File: config.mk
export PLATFORM = sky130hd
export DESIGN_NAME = mbist_march_ctrl
export DESIGN_NICKNAME = d
export VERILOG_FILES = /design/src/rtl/mbist_march_ctrl.sv
export SDC_FILE = /design/constraint.sdc
export NUM_CORES = 1
export LEC_CHECK = 0
export ABC_AREA = 1
export BUFFER_PORTS_ARGS = -buffer_cell sky130_fd_sc_hd__buf_2
export CAP_MARGIN = 20
export CORE_UTILIZATION = 50
export DETAILED_ROUTE_END_ITERATION = 8
export PLACE_DENSITY = 0.86
export SLEW_MARGIN = 20
export SYNTH_ARGS = -nofsm -noshare
export SYNTH_HDL_FRONTEND = slang
export SYNTH_SLANG_ARGS = --single-unit
File: constraint.sdc
create_clock -name clk -period 2.8 [get_ports clk]
set_input_delay 0.42 -clock clk [delete_from_list [all_inputs] [get_ports clk]]
set_output_delay 0.42 -clock clk [all_outputs]
set_load 0.02 [all_outputs]
File: src/rtl/mbist_march_ctrl.sv
// mbist_march_ctrl
// March C- sequencer for one single-port synchronous SRAM.
// It steers an external up/down address counter and issues the reads and
// writes for each march element. Read data is compared one cycle later, and
// the first failing address and element are recorded.
//
// Ports
//   clk, rst            clock, synchronous active-high reset
//   start               begin a test (honoured in IDLE or DONE only)
//   cnt_d_in/ld/u_d/cen counter load value, load, direction (1 = up), enable
//   cnt_q               current counter value
//   mem_addr            memory address (= cnt_q)
//   mem_we/re/wdata     memory write strobe, read strobe, write data
//   mem_rdata           memory read data, valid the cycle after mem_re
//   busy, done          test in progress / test complete
//   fail                sticky mismatch flag
//   fail_addr/elem      address and element of the first mismatch
//
// state | meaning
// IDLE  | after reset, waiting for start
// LOAD  | load counter with element start address
// OP_R  | read current address
// OP_W  | write current address, step or finish element
// DRAIN | last pipelined compare
// DONE  | test complete, waiting for restart
module mbist_march_ctrl #(
    parameter int length = 10,
    parameter int DATA_W = 8
) (
    input  logic              clk,
    input  logic              rst,
    input  logic              start,
    output logic [length-1:0] cnt_d_in,
    output logic              cnt_ld,
    output logic              cnt_u_d,
    output logic              cnt_cen,
    input  logic [length-1:0] cnt_q,
    output logic [length-1:0] mem_addr,
    output logic              mem_we,
    output logic              mem_re,
    output logic [DATA_W-1:0] mem_wdata,
    input  logic [DATA_W-1:0] mem_rdata,
    output logic              busy,
    output logic              done,
    output logic              fail,
    output logic [length-1:0] fail_addr,
    output logic [2:0]        fail_elem
);

    typedef enum logic [2:0] {
        IDLE  = 3'd0,
        LOAD  = 3'd1,
        OP_R  = 3'd2,
        OP_W  = 3'd3,
        DRAIN = 3'd4,
        DONE  = 3'd5
    } state_t;

    state_t            state_q, state_d;
    logic [2:0]        elem_q, elem_d;
    logic              clear_flags;

    logic              cmp_valid_q;
    logic [DATA_W-1:0] cmp_exp_q;
    logic [length-1:0] cmp_addr_q;
    logic [2:0]        cmp_elem_q;

    logic              fail_q, fail_d;
    logic [length-1:0] fail_addr_q, fail_addr_d;
    logic [2:0]        fail_elem_q, fail_elem_d;

    // Element decode
    logic elem_up, elem_has_rd, elem_has_wr, elem_rd_val, elem_wr_val;
    logic terminal;

    always_comb begin
        elem_up     = 1'b1;
        elem_has_rd = 1'b0;
        elem_has_wr = 1'b1;
        elem_rd_val = 1'b0;
        elem_wr_val = 1'b0;
        case (elem_q)
            3'd1: begin elem_has_rd = 1'b1; elem_rd_val = 1'b0; elem_wr_val = 1'b1; end
            3'd2: begin elem_has_rd = 1'b1; elem_rd_val = 1'b1; elem_wr_val = 1'b0; end
            3'd3: begin elem_up = 1'b0; elem_has_rd = 1'b1; elem_rd_val = 1'b0; elem_wr_val = 1'b1; end
            3'd4: begin elem_up = 1'b0; elem_has_rd = 1'b1; elem_rd_val = 1'b1; elem_wr_val = 1'b0; end
            3'd5: begin elem_has_rd = 1'b1; elem_has_wr = 1'b0; end
            default: ;
        endcase
    end

    // Last address of the element in its own direction
    assign terminal = elem_up ? (cnt_q == {length{1'b1}}) : (cnt_q == {length{1'b0}});

    // State register
    always_ff @(posedge clk) begin
        if (rst) begin
            state_q <= IDLE;
            elem_q  <= 3'd0;
        end else begin
            state_q <= state_d;
            elem_q  <= elem_d;
        end
    end

    // Next-state logic
    always_comb begin
        state_d     = state_q;
        elem_d      = elem_q;
        clear_flags = 1'b0;
        case (state_q)
            IDLE, DONE: begin
                if (start) begin
                    state_d     = LOAD;
                    elem_d      = 3'd0;
                    clear_flags = 1'b1;
                end
            end
            LOAD: state_d = elem_has_rd ? OP_R : OP_W;
            OP_R: begin
                if (elem_has_wr)   state_d = OP_W;
                else if (terminal) state_d = DRAIN;
                else               state_d = OP_R;
            end
            OP_W: begin
                if (terminal) begin
                    state_d = LOAD;
                    elem_d  = elem_q + 3'd1;
                end else begin
                    state_d = elem_has_rd ? OP_R : OP_W;
                end
            end
            DRAIN:   state_d = DONE;
            default: state_d = IDLE;
        endcase
    end

    // Output decode
    always_comb begin
        cnt_d_in  = '0;
        cnt_ld    = 1'b0;
        cnt_u_d   = 1'b0;
        cnt_cen   = 1'b0;
        mem_we    = 1'b0;
        mem_re    = 1'b0;
        mem_wdata = '0;
        busy      = 1'b0;
        done      = 1'b0;
        case (state_q)
            LOAD: begin
                busy     = 1'b1;
                cnt_ld   = 1'b1;
                cnt_cen  = 1'b1;
                cnt_u_d  = elem_up;
                cnt_d_in = elem_up ? {length{1'b0}} : {length{1'b1}};
            end
            OP_R: begin
                busy    = 1'b1;
                mem_re  = 1'b1;
                cnt_u_d = elem_up;
                // Read-only element steps straight from read to read
                cnt_cen = !elem_has_wr && !terminal;
            end
            OP_W: begin
                busy      = 1'b1;
                mem_we    = 1'b1;
                mem_wdata = {DATA_W{elem_wr_val}};
                cnt_u_d   = elem_up;
                cnt_cen   = !terminal;
            end
            DRAIN: busy = 1'b1;
            DONE:  done = 1'b1;
            default: ;
        endcase
    end

    // Compare against the read issued in the previous cycle
    always_comb begin
        fail_d      = fail_q;
        fail_addr_d = fail_addr_q;
        fail_elem_d = fail_elem_q;
        if (clear_flags) begin
            fail_d      = 1'b0;
            fail_addr_d = '0;
            fail_elem_d = 3'd0;
        end else if (cmp_valid_q && (mem_rdata != cmp_exp_q)) begin
            fail_d = 1'b1;
            if (!fail_q) begin
                fail_addr_d = cmp_addr_q;
                fail_elem_d = cmp_elem_q;
            end
        end
    end

    always_ff @(posedge clk) begin
        if (rst) begin
            cmp_valid_q <= 1'b0;
            cmp_exp_q   <= '0;
            cmp_addr_q  <= '0;
            cmp_elem_q  <= 3'd0;
            fail_q      <= 1'b0;
            fail_addr_q <= '0;
            fail_elem_q <= 3'd0;
        end else begin
            cmp_valid_q <= (state_q == OP_R);
            if (state_q == OP_R) begin
                cmp_exp_q  <= {DATA_W{elem_rd_val}};
                cmp_addr_q <= cnt_q;
                cmp_elem_q <= elem_q;
            end
            fail_q      <= fail_d;
            fail_addr_q <= fail_addr_d;
            fail_elem_q <= fail_elem_d;
        end
    end

    assign mem_addr  = cnt_q;
    assign fail      = fail_q;
    assign fail_addr = fail_addr_q;
    assign fail_elem = fail_elem_q;

endmodule

==> results.py, run 1 <==
metrics = {
    "critical_path": {
        "critical_path_required_ns": 2.38,
        "worstPathCellList": "inv_1, ha_1, inv_1, nand2_1, nand2_1, nor2_1, nand2_1, nand3_2, nand2_1, inv_2, o31ai_1, buf_2",
        "regToRegSetupSlack_ns": 1.13,
        "cpMostUsedCell": "nand2_1",
        "startpoint_type": "register",
        "crit_path_max_fanout": 7,
        "arrival_ns": 1.90,
        "slowest_delay_ns": 0.38,
        "cpMaxStageDelayCell": "dfxtp_1",
        "end_kind": "output pin",
        "criticalPathCategory": "register to output pin",
    },
    "sta": {
        "hold_viol_final": 0,
        "max_clock_freq_mhz": 430,
        "finalSetupViolCount": 0,
        "fin_crit_ns": 2.32,
        "slew_viol_final": 0,
        "fin_skew_ns": 0.00384,
        "max_slew_margin_pct": 64.2,
        "tightest_slew_ns": 0.535,
        "fin_crit_sh_pct": 83.0,
        "rsz0062_at_grt": "false",
        "finalSetupTns_ns": 0,
    },
    "clock_tree": {
        "cts_resized": 0,
        "cts_made_buffers": 5,
        "cts_hold_buf": 0,
        "cts_tree": "yes",
        "cts.clk_slew.worst_paths_ns": 0.07,
        "clockBufferDepth": 2,
        "cts.htree.levels": 2,
        "clock_latency_ns": 0.28,
        "clock_sinks": 35,
        "cts-root-buf": "clkbuf_8",
        "cts_setup_buffers": 0,
    },
    "finish": {
        "fin_util_pct": 60.1,
        "layout-drive-gt1-share_pct": 33.5,
        "fin_nets": 371,
        "final_area_mm2": 0.00228,
        "diodes": 0,
        "final_cells": 394,
        "area_growth_pct": 11.7,
    },
    "floorplanning": {
        "initial_utilization_pct": 53.8,
        "num_rows": 22,
        "ioPinCount": 70,
        "dieArea_mm2": 0.00435,
        "die_w_um": 65.9,
        "die_h_um": 65.9,
        "core-area_mm2": 0.00380,
    },
    "route": {
        "routedWlPerCell_um": 10.6,
        "drc": 0,
        "postRouteAntennaNets": 0,
        "vias_per_cell": 4.59,
        "wl_met2_um": 2080,
        "highest_layer": "met4",
        "via_count": 1809,
        "wl_um": 4170,
        "met3WireLength_um": 212,
        "drt_iter0_drc": 84,
        "firstDrtPassIters": 4,
        "wl_met1_um": 1820,
    },
    "logic_synthesis": {
        "synthCells": 302,
        "synth_most_common_cell": "nand2_1",
        "ys_types": 26,
        "ys_seq_area_share_pct": 34.3,
        "async_flop_share_pct": 0,
        "ys_ff_latch": 35,
        "synth_area_mm2": 0.00204,
        "synth_edf_count": 0,
        "synthFlopType": "dfxtp_1",
        "yosys.area.top_type_share_pct": 34.3,
        "yosysWarnings": 0,
        "synthTopCellsByArea": "dfxtp_1 34%, nand2_1 15%, buf_4 9.6%",
        "synth_nets": 328,
        "yosysTopAreaCell": "dfxtp_1",
        "avgSynthCellArea_um2": 6.77,
        "synth_common_cells": "79 x nand2_1, 35 x dfxtp_1, 35 x nor2_1",
    },
    "placement": {
        "place_hpwl_um": 3240,
        "io_buffers": 69,
        "place_congestion": 0.861,
        "placed_area_mm2": 0.00220,
        "placed_cells": 386,
    },
    "pwr": {
        "swShare_pct": 42.6,
        "power_density_mw_per_mm2": 766,
        "ir_drop_uv": 421,
        "power_frac_seq_pct": 37.5,
        "power.internal_mw": 1.00,
        "power_frac_comb_pct": 42.6,
        "power_leakage_nw": 1.26,
        "p_sw_uw": 745,
        "pwr-share-clk_pct": 19.9,
    },
    "global_route": {
        "grt_pass1_vias": 1592,
        "track_usage_pct": 20.1,
        "grt_pass1_wl_um": 6610,
        "grt-ovfl-total": 0,
        "grt_max_degree": 27,
        "antenna_found_initial": 0,
    },
    "flow_run": {
        "maxCapViolCount": 0,
    },
    "min_path": {
        "min_path_type": "primary input to register",
    },
    "outcome": {
        "status": "finished, final reports clean",
    },
}
[power groups by stage]
stage	Combinational, mW	Sequential (mW)	Clock, mW
global route	0.832	0.665	0.371
CTS	0.749	0.654	0.352
detailed placement	0.745	0.664	0
global placement	0.728	0.659	0
floorplan	0.589	0.677	0
finish	0.745	0.655	0.348
[cell families after synthesis]
kind of cell               synth area share (%)
adders and majority gates                  3.06
and+or+nand+nor                            35.3
DFF                                        34.3
AOI/OAI and AO/OA                          8.08
buffers and inverters                      19.3
[final cells by class]
type                            count  area, um^2
Timing Repair Buffer               69         345
Tap cell                           48        60.1
Multi-Input combinational cell    195         948
Clock buffer                        7        76.3
Sequential cell                    35         701
Fill cell                         369        1520
Inverter                           39         146
Clock inverter                      1        5.00
[through the flow]
stage / total power [mW] / setup slack [ns] / hold WS [ns]
6_report: 1.75 / 0.475 / 0.408
5_1_grt: 1.87 / 0.294 / 0.415
4_1_cts: 1.75 / 0.465 / 0.406
3_5_place_dp: 1.41 / 0.773 / 0.457
3_3_place_gp: 1.39 / 0.849 / 0.455
2_1_floorplan: 1.27 / 0.656 / 0.439
[state kept, by name (all words and copies together), names as in the netlist]
name and cells:
cmp_addr_q 10, fail_addr 10, cmp_elem_q 3, elem_q 3
fail_elem 3, state_q 3, cmp_exp_q 1, cmp_valid_q 1
fail 1
[critical path, delay by kind of cell, from the launching register on]
| family | cells | cell delay (ns) |
|---|---|---|
| AOI/OAI and AO/OA | 1 | 0.06 |
| adders and majority gates | 1 | 0.22 |
| buffers and inverters | 4 | 0.42 |
| DFF | 1 | 0.38 |
| and+or+nand+nor | 6 | 0.53 |
[cells in the final DEF (no fill, tap or decap), drive strengths merged]
master  Yosys  layout
ha          5       5
buf        32      69
dfxtp      35      35
nand2      95      95
a21oi      21      21
o31ai       1       1
nand3b      1       1
nor2       46      46
clkbuf      1       7
nand4       1       1
clkinv      1       2
or2         4       4
o21ai       6       6
o211ai      1       1
nor3        2       2
o21a        1       1
nand3      11      11
inv        38      38
[final timing paths]
path / to / cells past startpoint / startpoint
worst max-delay path: cnt_cen / 12 / elem_q[0]
worst min-delay path: cmp_addr_q[2] / 3 / cnt_q[2]
worst max register to register: state_q[2] / 7 / state_q[0]
worst min register to register: cmp_addr_q[6] / 2 / cmp_addr_q[6]
[layer usage]
metal	vias up	track usage [%]
met5	-	0
met4	0	8.42
met3	7	4.48
met2	38	35.5
met1	784	23.0
li1	980	-
Note: power is estimated with default switching activity, not from simulation.
==> inputs of run 2 (changes only) <==
--- a/config.mk
+++ b/config.mk
@@ -8,9 +8,9 @@
 export ABC_AREA = 1
 export BUFFER_PORTS_ARGS = -buffer_cell sky130_fd_sc_hd__buf_2
 export CAP_MARGIN = 20
-export CORE_UTILIZATION = 50
+export CORE_UTILIZATION = 45
 export DETAILED_ROUTE_END_ITERATION = 8
-export PLACE_DENSITY = 0.86
+export PLACE_DENSITY = 0.82
 export SLEW_MARGIN = 20
 export SYNTH_ARGS = -nofsm -noshare
 export SYNTH_HDL_FRONTEND = slang
==> constraint.sdc (replaced) <==
create_clock -name clk -period 2 [get_ports clk]
set_input_delay 0.3 -clock clk [delete_from_list [all_inputs] [get_ports clk]]
set_output_delay 0.3 -clock clk [all_outputs]
set_load 0.02 [all_outputs]
==> run 2 against run 1 <==
  * Sequential share of layout area fell by 1.5 points
  * Sequential power up 44%
  * Routed wire length is 5.2% higher
  * Power grew 51%
  * Worst setup slack worse by 0.43 ns
  * Critical endpoint unchanged
==> results.py, run 2 (synthesis results as in run 1) <==
metrics = {
    "critical_path": {
        "slowest_delay_ns": 0.39,
        "crit_path_max_fanout": 4,
        "cp.depth": 11,
        "cpMaxStageDelayCell": "dfxtp_4",
        "crit_end": "cnt_cen",
        "critPathLaunch": "elem_q[1]",
        "timing.rr.end": "state_q[1]",
        "startpoint_type": "register",
        "regToRegSetupSlack_ns": 0.52,
        "crit_family": "simple AND/OR/NAND/NOR gates",
        "r2r_start": "elem_q[1]",
        "r2r_cells": 12,
        "criticalPathCategory": "register to output pin",
        "worstPathCellList": "inv_4, ha_4, nand2_2, nand2_2, nor2_2, nand2_2, nand3_2, nand2_1, inv_2, o31ai_4, buf_6",
        "arrival_ns": 1.66,
        "cp_num_buf_inv": 3,
        "cpMostUsedCell": "nand2_2",
        "critical_path_required_ns": 1.70,
        "end_kind": "output pin",
    },
    "placement": {
        "place_congestion": 0.872,
        "place_hpwl_um": 3040,
        "placed_cells": 391,
        "placed_area_mm2": 0.00222,
        "io_buffers": 69,
    },
    "floorplanning": {
        "dieArea_mm2": 0.00481,
        "num_rows": 24,
        "initial_utilization_pct": 46.9,
        "die_h_um": 69.4,
        "core-area_mm2": 0.00435,
        "die_w_um": 69.4,
        "ioPinCount": 70,
    },
    "finish": {
        "final_area_mm2": 0.00243,
        "diodes": 0,
        "layout_commonest_cell": "nand2_1",
        "final_cells": 405,
        "layout_common_cells": "77 x nand2_1, 60 x buf_2, 34 x nor2_1, 32 x dfxtp_1, 26 x inv_1",
        "layout-drive-gt1-share_pct": 38.5,
        "fin_nets": 378,
        "area_growth_pct": 19.0,
    },
    "sta": {
        "tightest_slew_ns": 0.381,
        "fin_skew_ns": 0.00639,
        "fin_crit_ns": 1.96,
        "fin_crit_sh_pct": 97.9,
        "finalSetupViolCount": 0,
        "rsz0062_at_grt": "true",
        "hold_viol_final": 0,
        "max_slew_margin_pct": 74.6,
        "max_clock_freq_mhz": 511,
        "slew_viol_final": 0,
    },
    "pwr": {
        "ir_drop_uv": 437,
        "power_mw": 2.63,
        "power_leakage_nw": 1.29,
        "power_density_mw_per_mm2": 1080,
    },
    "global_route": {
        "grt_util_met1_pct": 20.4,
        "grt-ovfl-total": 0,
        "grt_pass1_wl_um": 6990,
        "gr-usage-met3_pct": 5.09,
        "antenna_found_initial": 0,
        "grt_pass1_vias": 1706,
        "grt_max_degree": 27,
        "use_met2_pct": 30.4,
        "track_usage_pct": 18.0,
        "globalRoute.busiestLayer": "met2",
    },
    "clock_tree": {
        "clock_sinks": 35,
        "cts_hold_buf": 0,
        "cts_made_buffers": 5,
        "cts_tree": "yes",
        "clockBufferDepth": 2,
        "cts.clk_slew.worst_paths_ns": 0.07,
        "clock_latency_ns": 0.29,
        "cts-root-buf": "clkbuf_8",
        "cts.htree.levels": 2,
    },
    "route": {
        "drc": 0,
        "vias_per_cell": 4.74,
        "via_count": 1920,
        "postRouteAntennaNets": 0,
        "wl_um": 4390,
        "routedWlPerCell_um": 10.8,
        "drt_iter0_drc": 118,
        "firstDrtPassIters": 5,
    },
    "outcome": {
        "status": "finished, final reports clean",
    },
    "min_path": {
        "min_from": "cnt_q[5]",
        "min_path_type": "primary input to register",
    },
    "flow_run": {
        "maxCapViolCount": 0,
    },
}
## run 2: changes by cell type in the layout (fill, tap and decap cells not counted), moves of 3 or more
cell and change:
buf_2 -9, inv_4 +3, buf_4 +15, dfxtp_1 -3, inv_1 -3
## run 2: how the worst min path moves through the flow
stage | end | slack (ns) | cells past startpoint
global route | cmp_addr_q[3] | 0.30 | 3
floorplan | cmp_addr_q[0] | 0.37 | 1
detailed placement | cmp_addr_q[7] | 0.45 | 2
finish | cmp_addr_q[5] | 0.29 | 3
CTS | cmp_addr_q[5] | 0.28 | 3
global placement | cmp_addr_q[7] | 0.45 | 2
## run 2: metrics by stage
stage / setup WS (ns) / setup TNS, ns / hold WS [ns] / utilization [%]
after detailed placement: 0.0907 / 0 / 0.455 / 50.9
after global routing: -0.0345 / -0.241 / 0.296 / 55.9
after floorplan: 0.134 / 0 / 0.369 / -
after global placement: 0.160 / 0 / 0.452 / 50.9
final: 0.0427 / 0 / 0.285 / 55.9
after CTS: 0.000425 / 0 / 0.278 / 54.0
## run 2: timing repair
| action | 4_1_cts | 5_1_grt |
|---|---|---|
| resized for setup | 11 | 18 |
| pin swaps | 4 | 2 |
| setup buffers | 4 | 2 |
| hold endpoints to repair | 0 | 0 |
| endpoints found under the setup margin | 9 | 11 |
## run 2: where the power goes
part | switching (mW) | internal (mW)
clock network | 0.257 | 0.243
logic | 0.757 | 0.432
registers | 0.109 | 0.833
total | 1.12 | 1.51
## run 2: worst reg2reg max path: cells and delay by family, from the launching register on
family	cells	cell delay, ns
compound gates	1	0.17
fa+ha+maj	1	0.15
buf+inv	3	0.24
flops	1	0.39
simple gates	7	0.45
## run 2: final cells by class
class,count,area [um^2]
fill,388,1920
multi-input combinational,195,995
tap,52,65.1
inverter,39,154
sequential,35,709
clock inverter,2,12.5
timing repair buffer,76,424
clock buffer,6,72.6
## run 2: layer usage
| metal | vias to the layer above | wire, um |
|---|---|---|
| met5 | - | 0 |
| met4 | 0 | 84 |
| met3 | 11 | 270 |
| met2 | 73 | 2180 |
| met1 | 843 | 1860 |
| li1 | 993 | - |
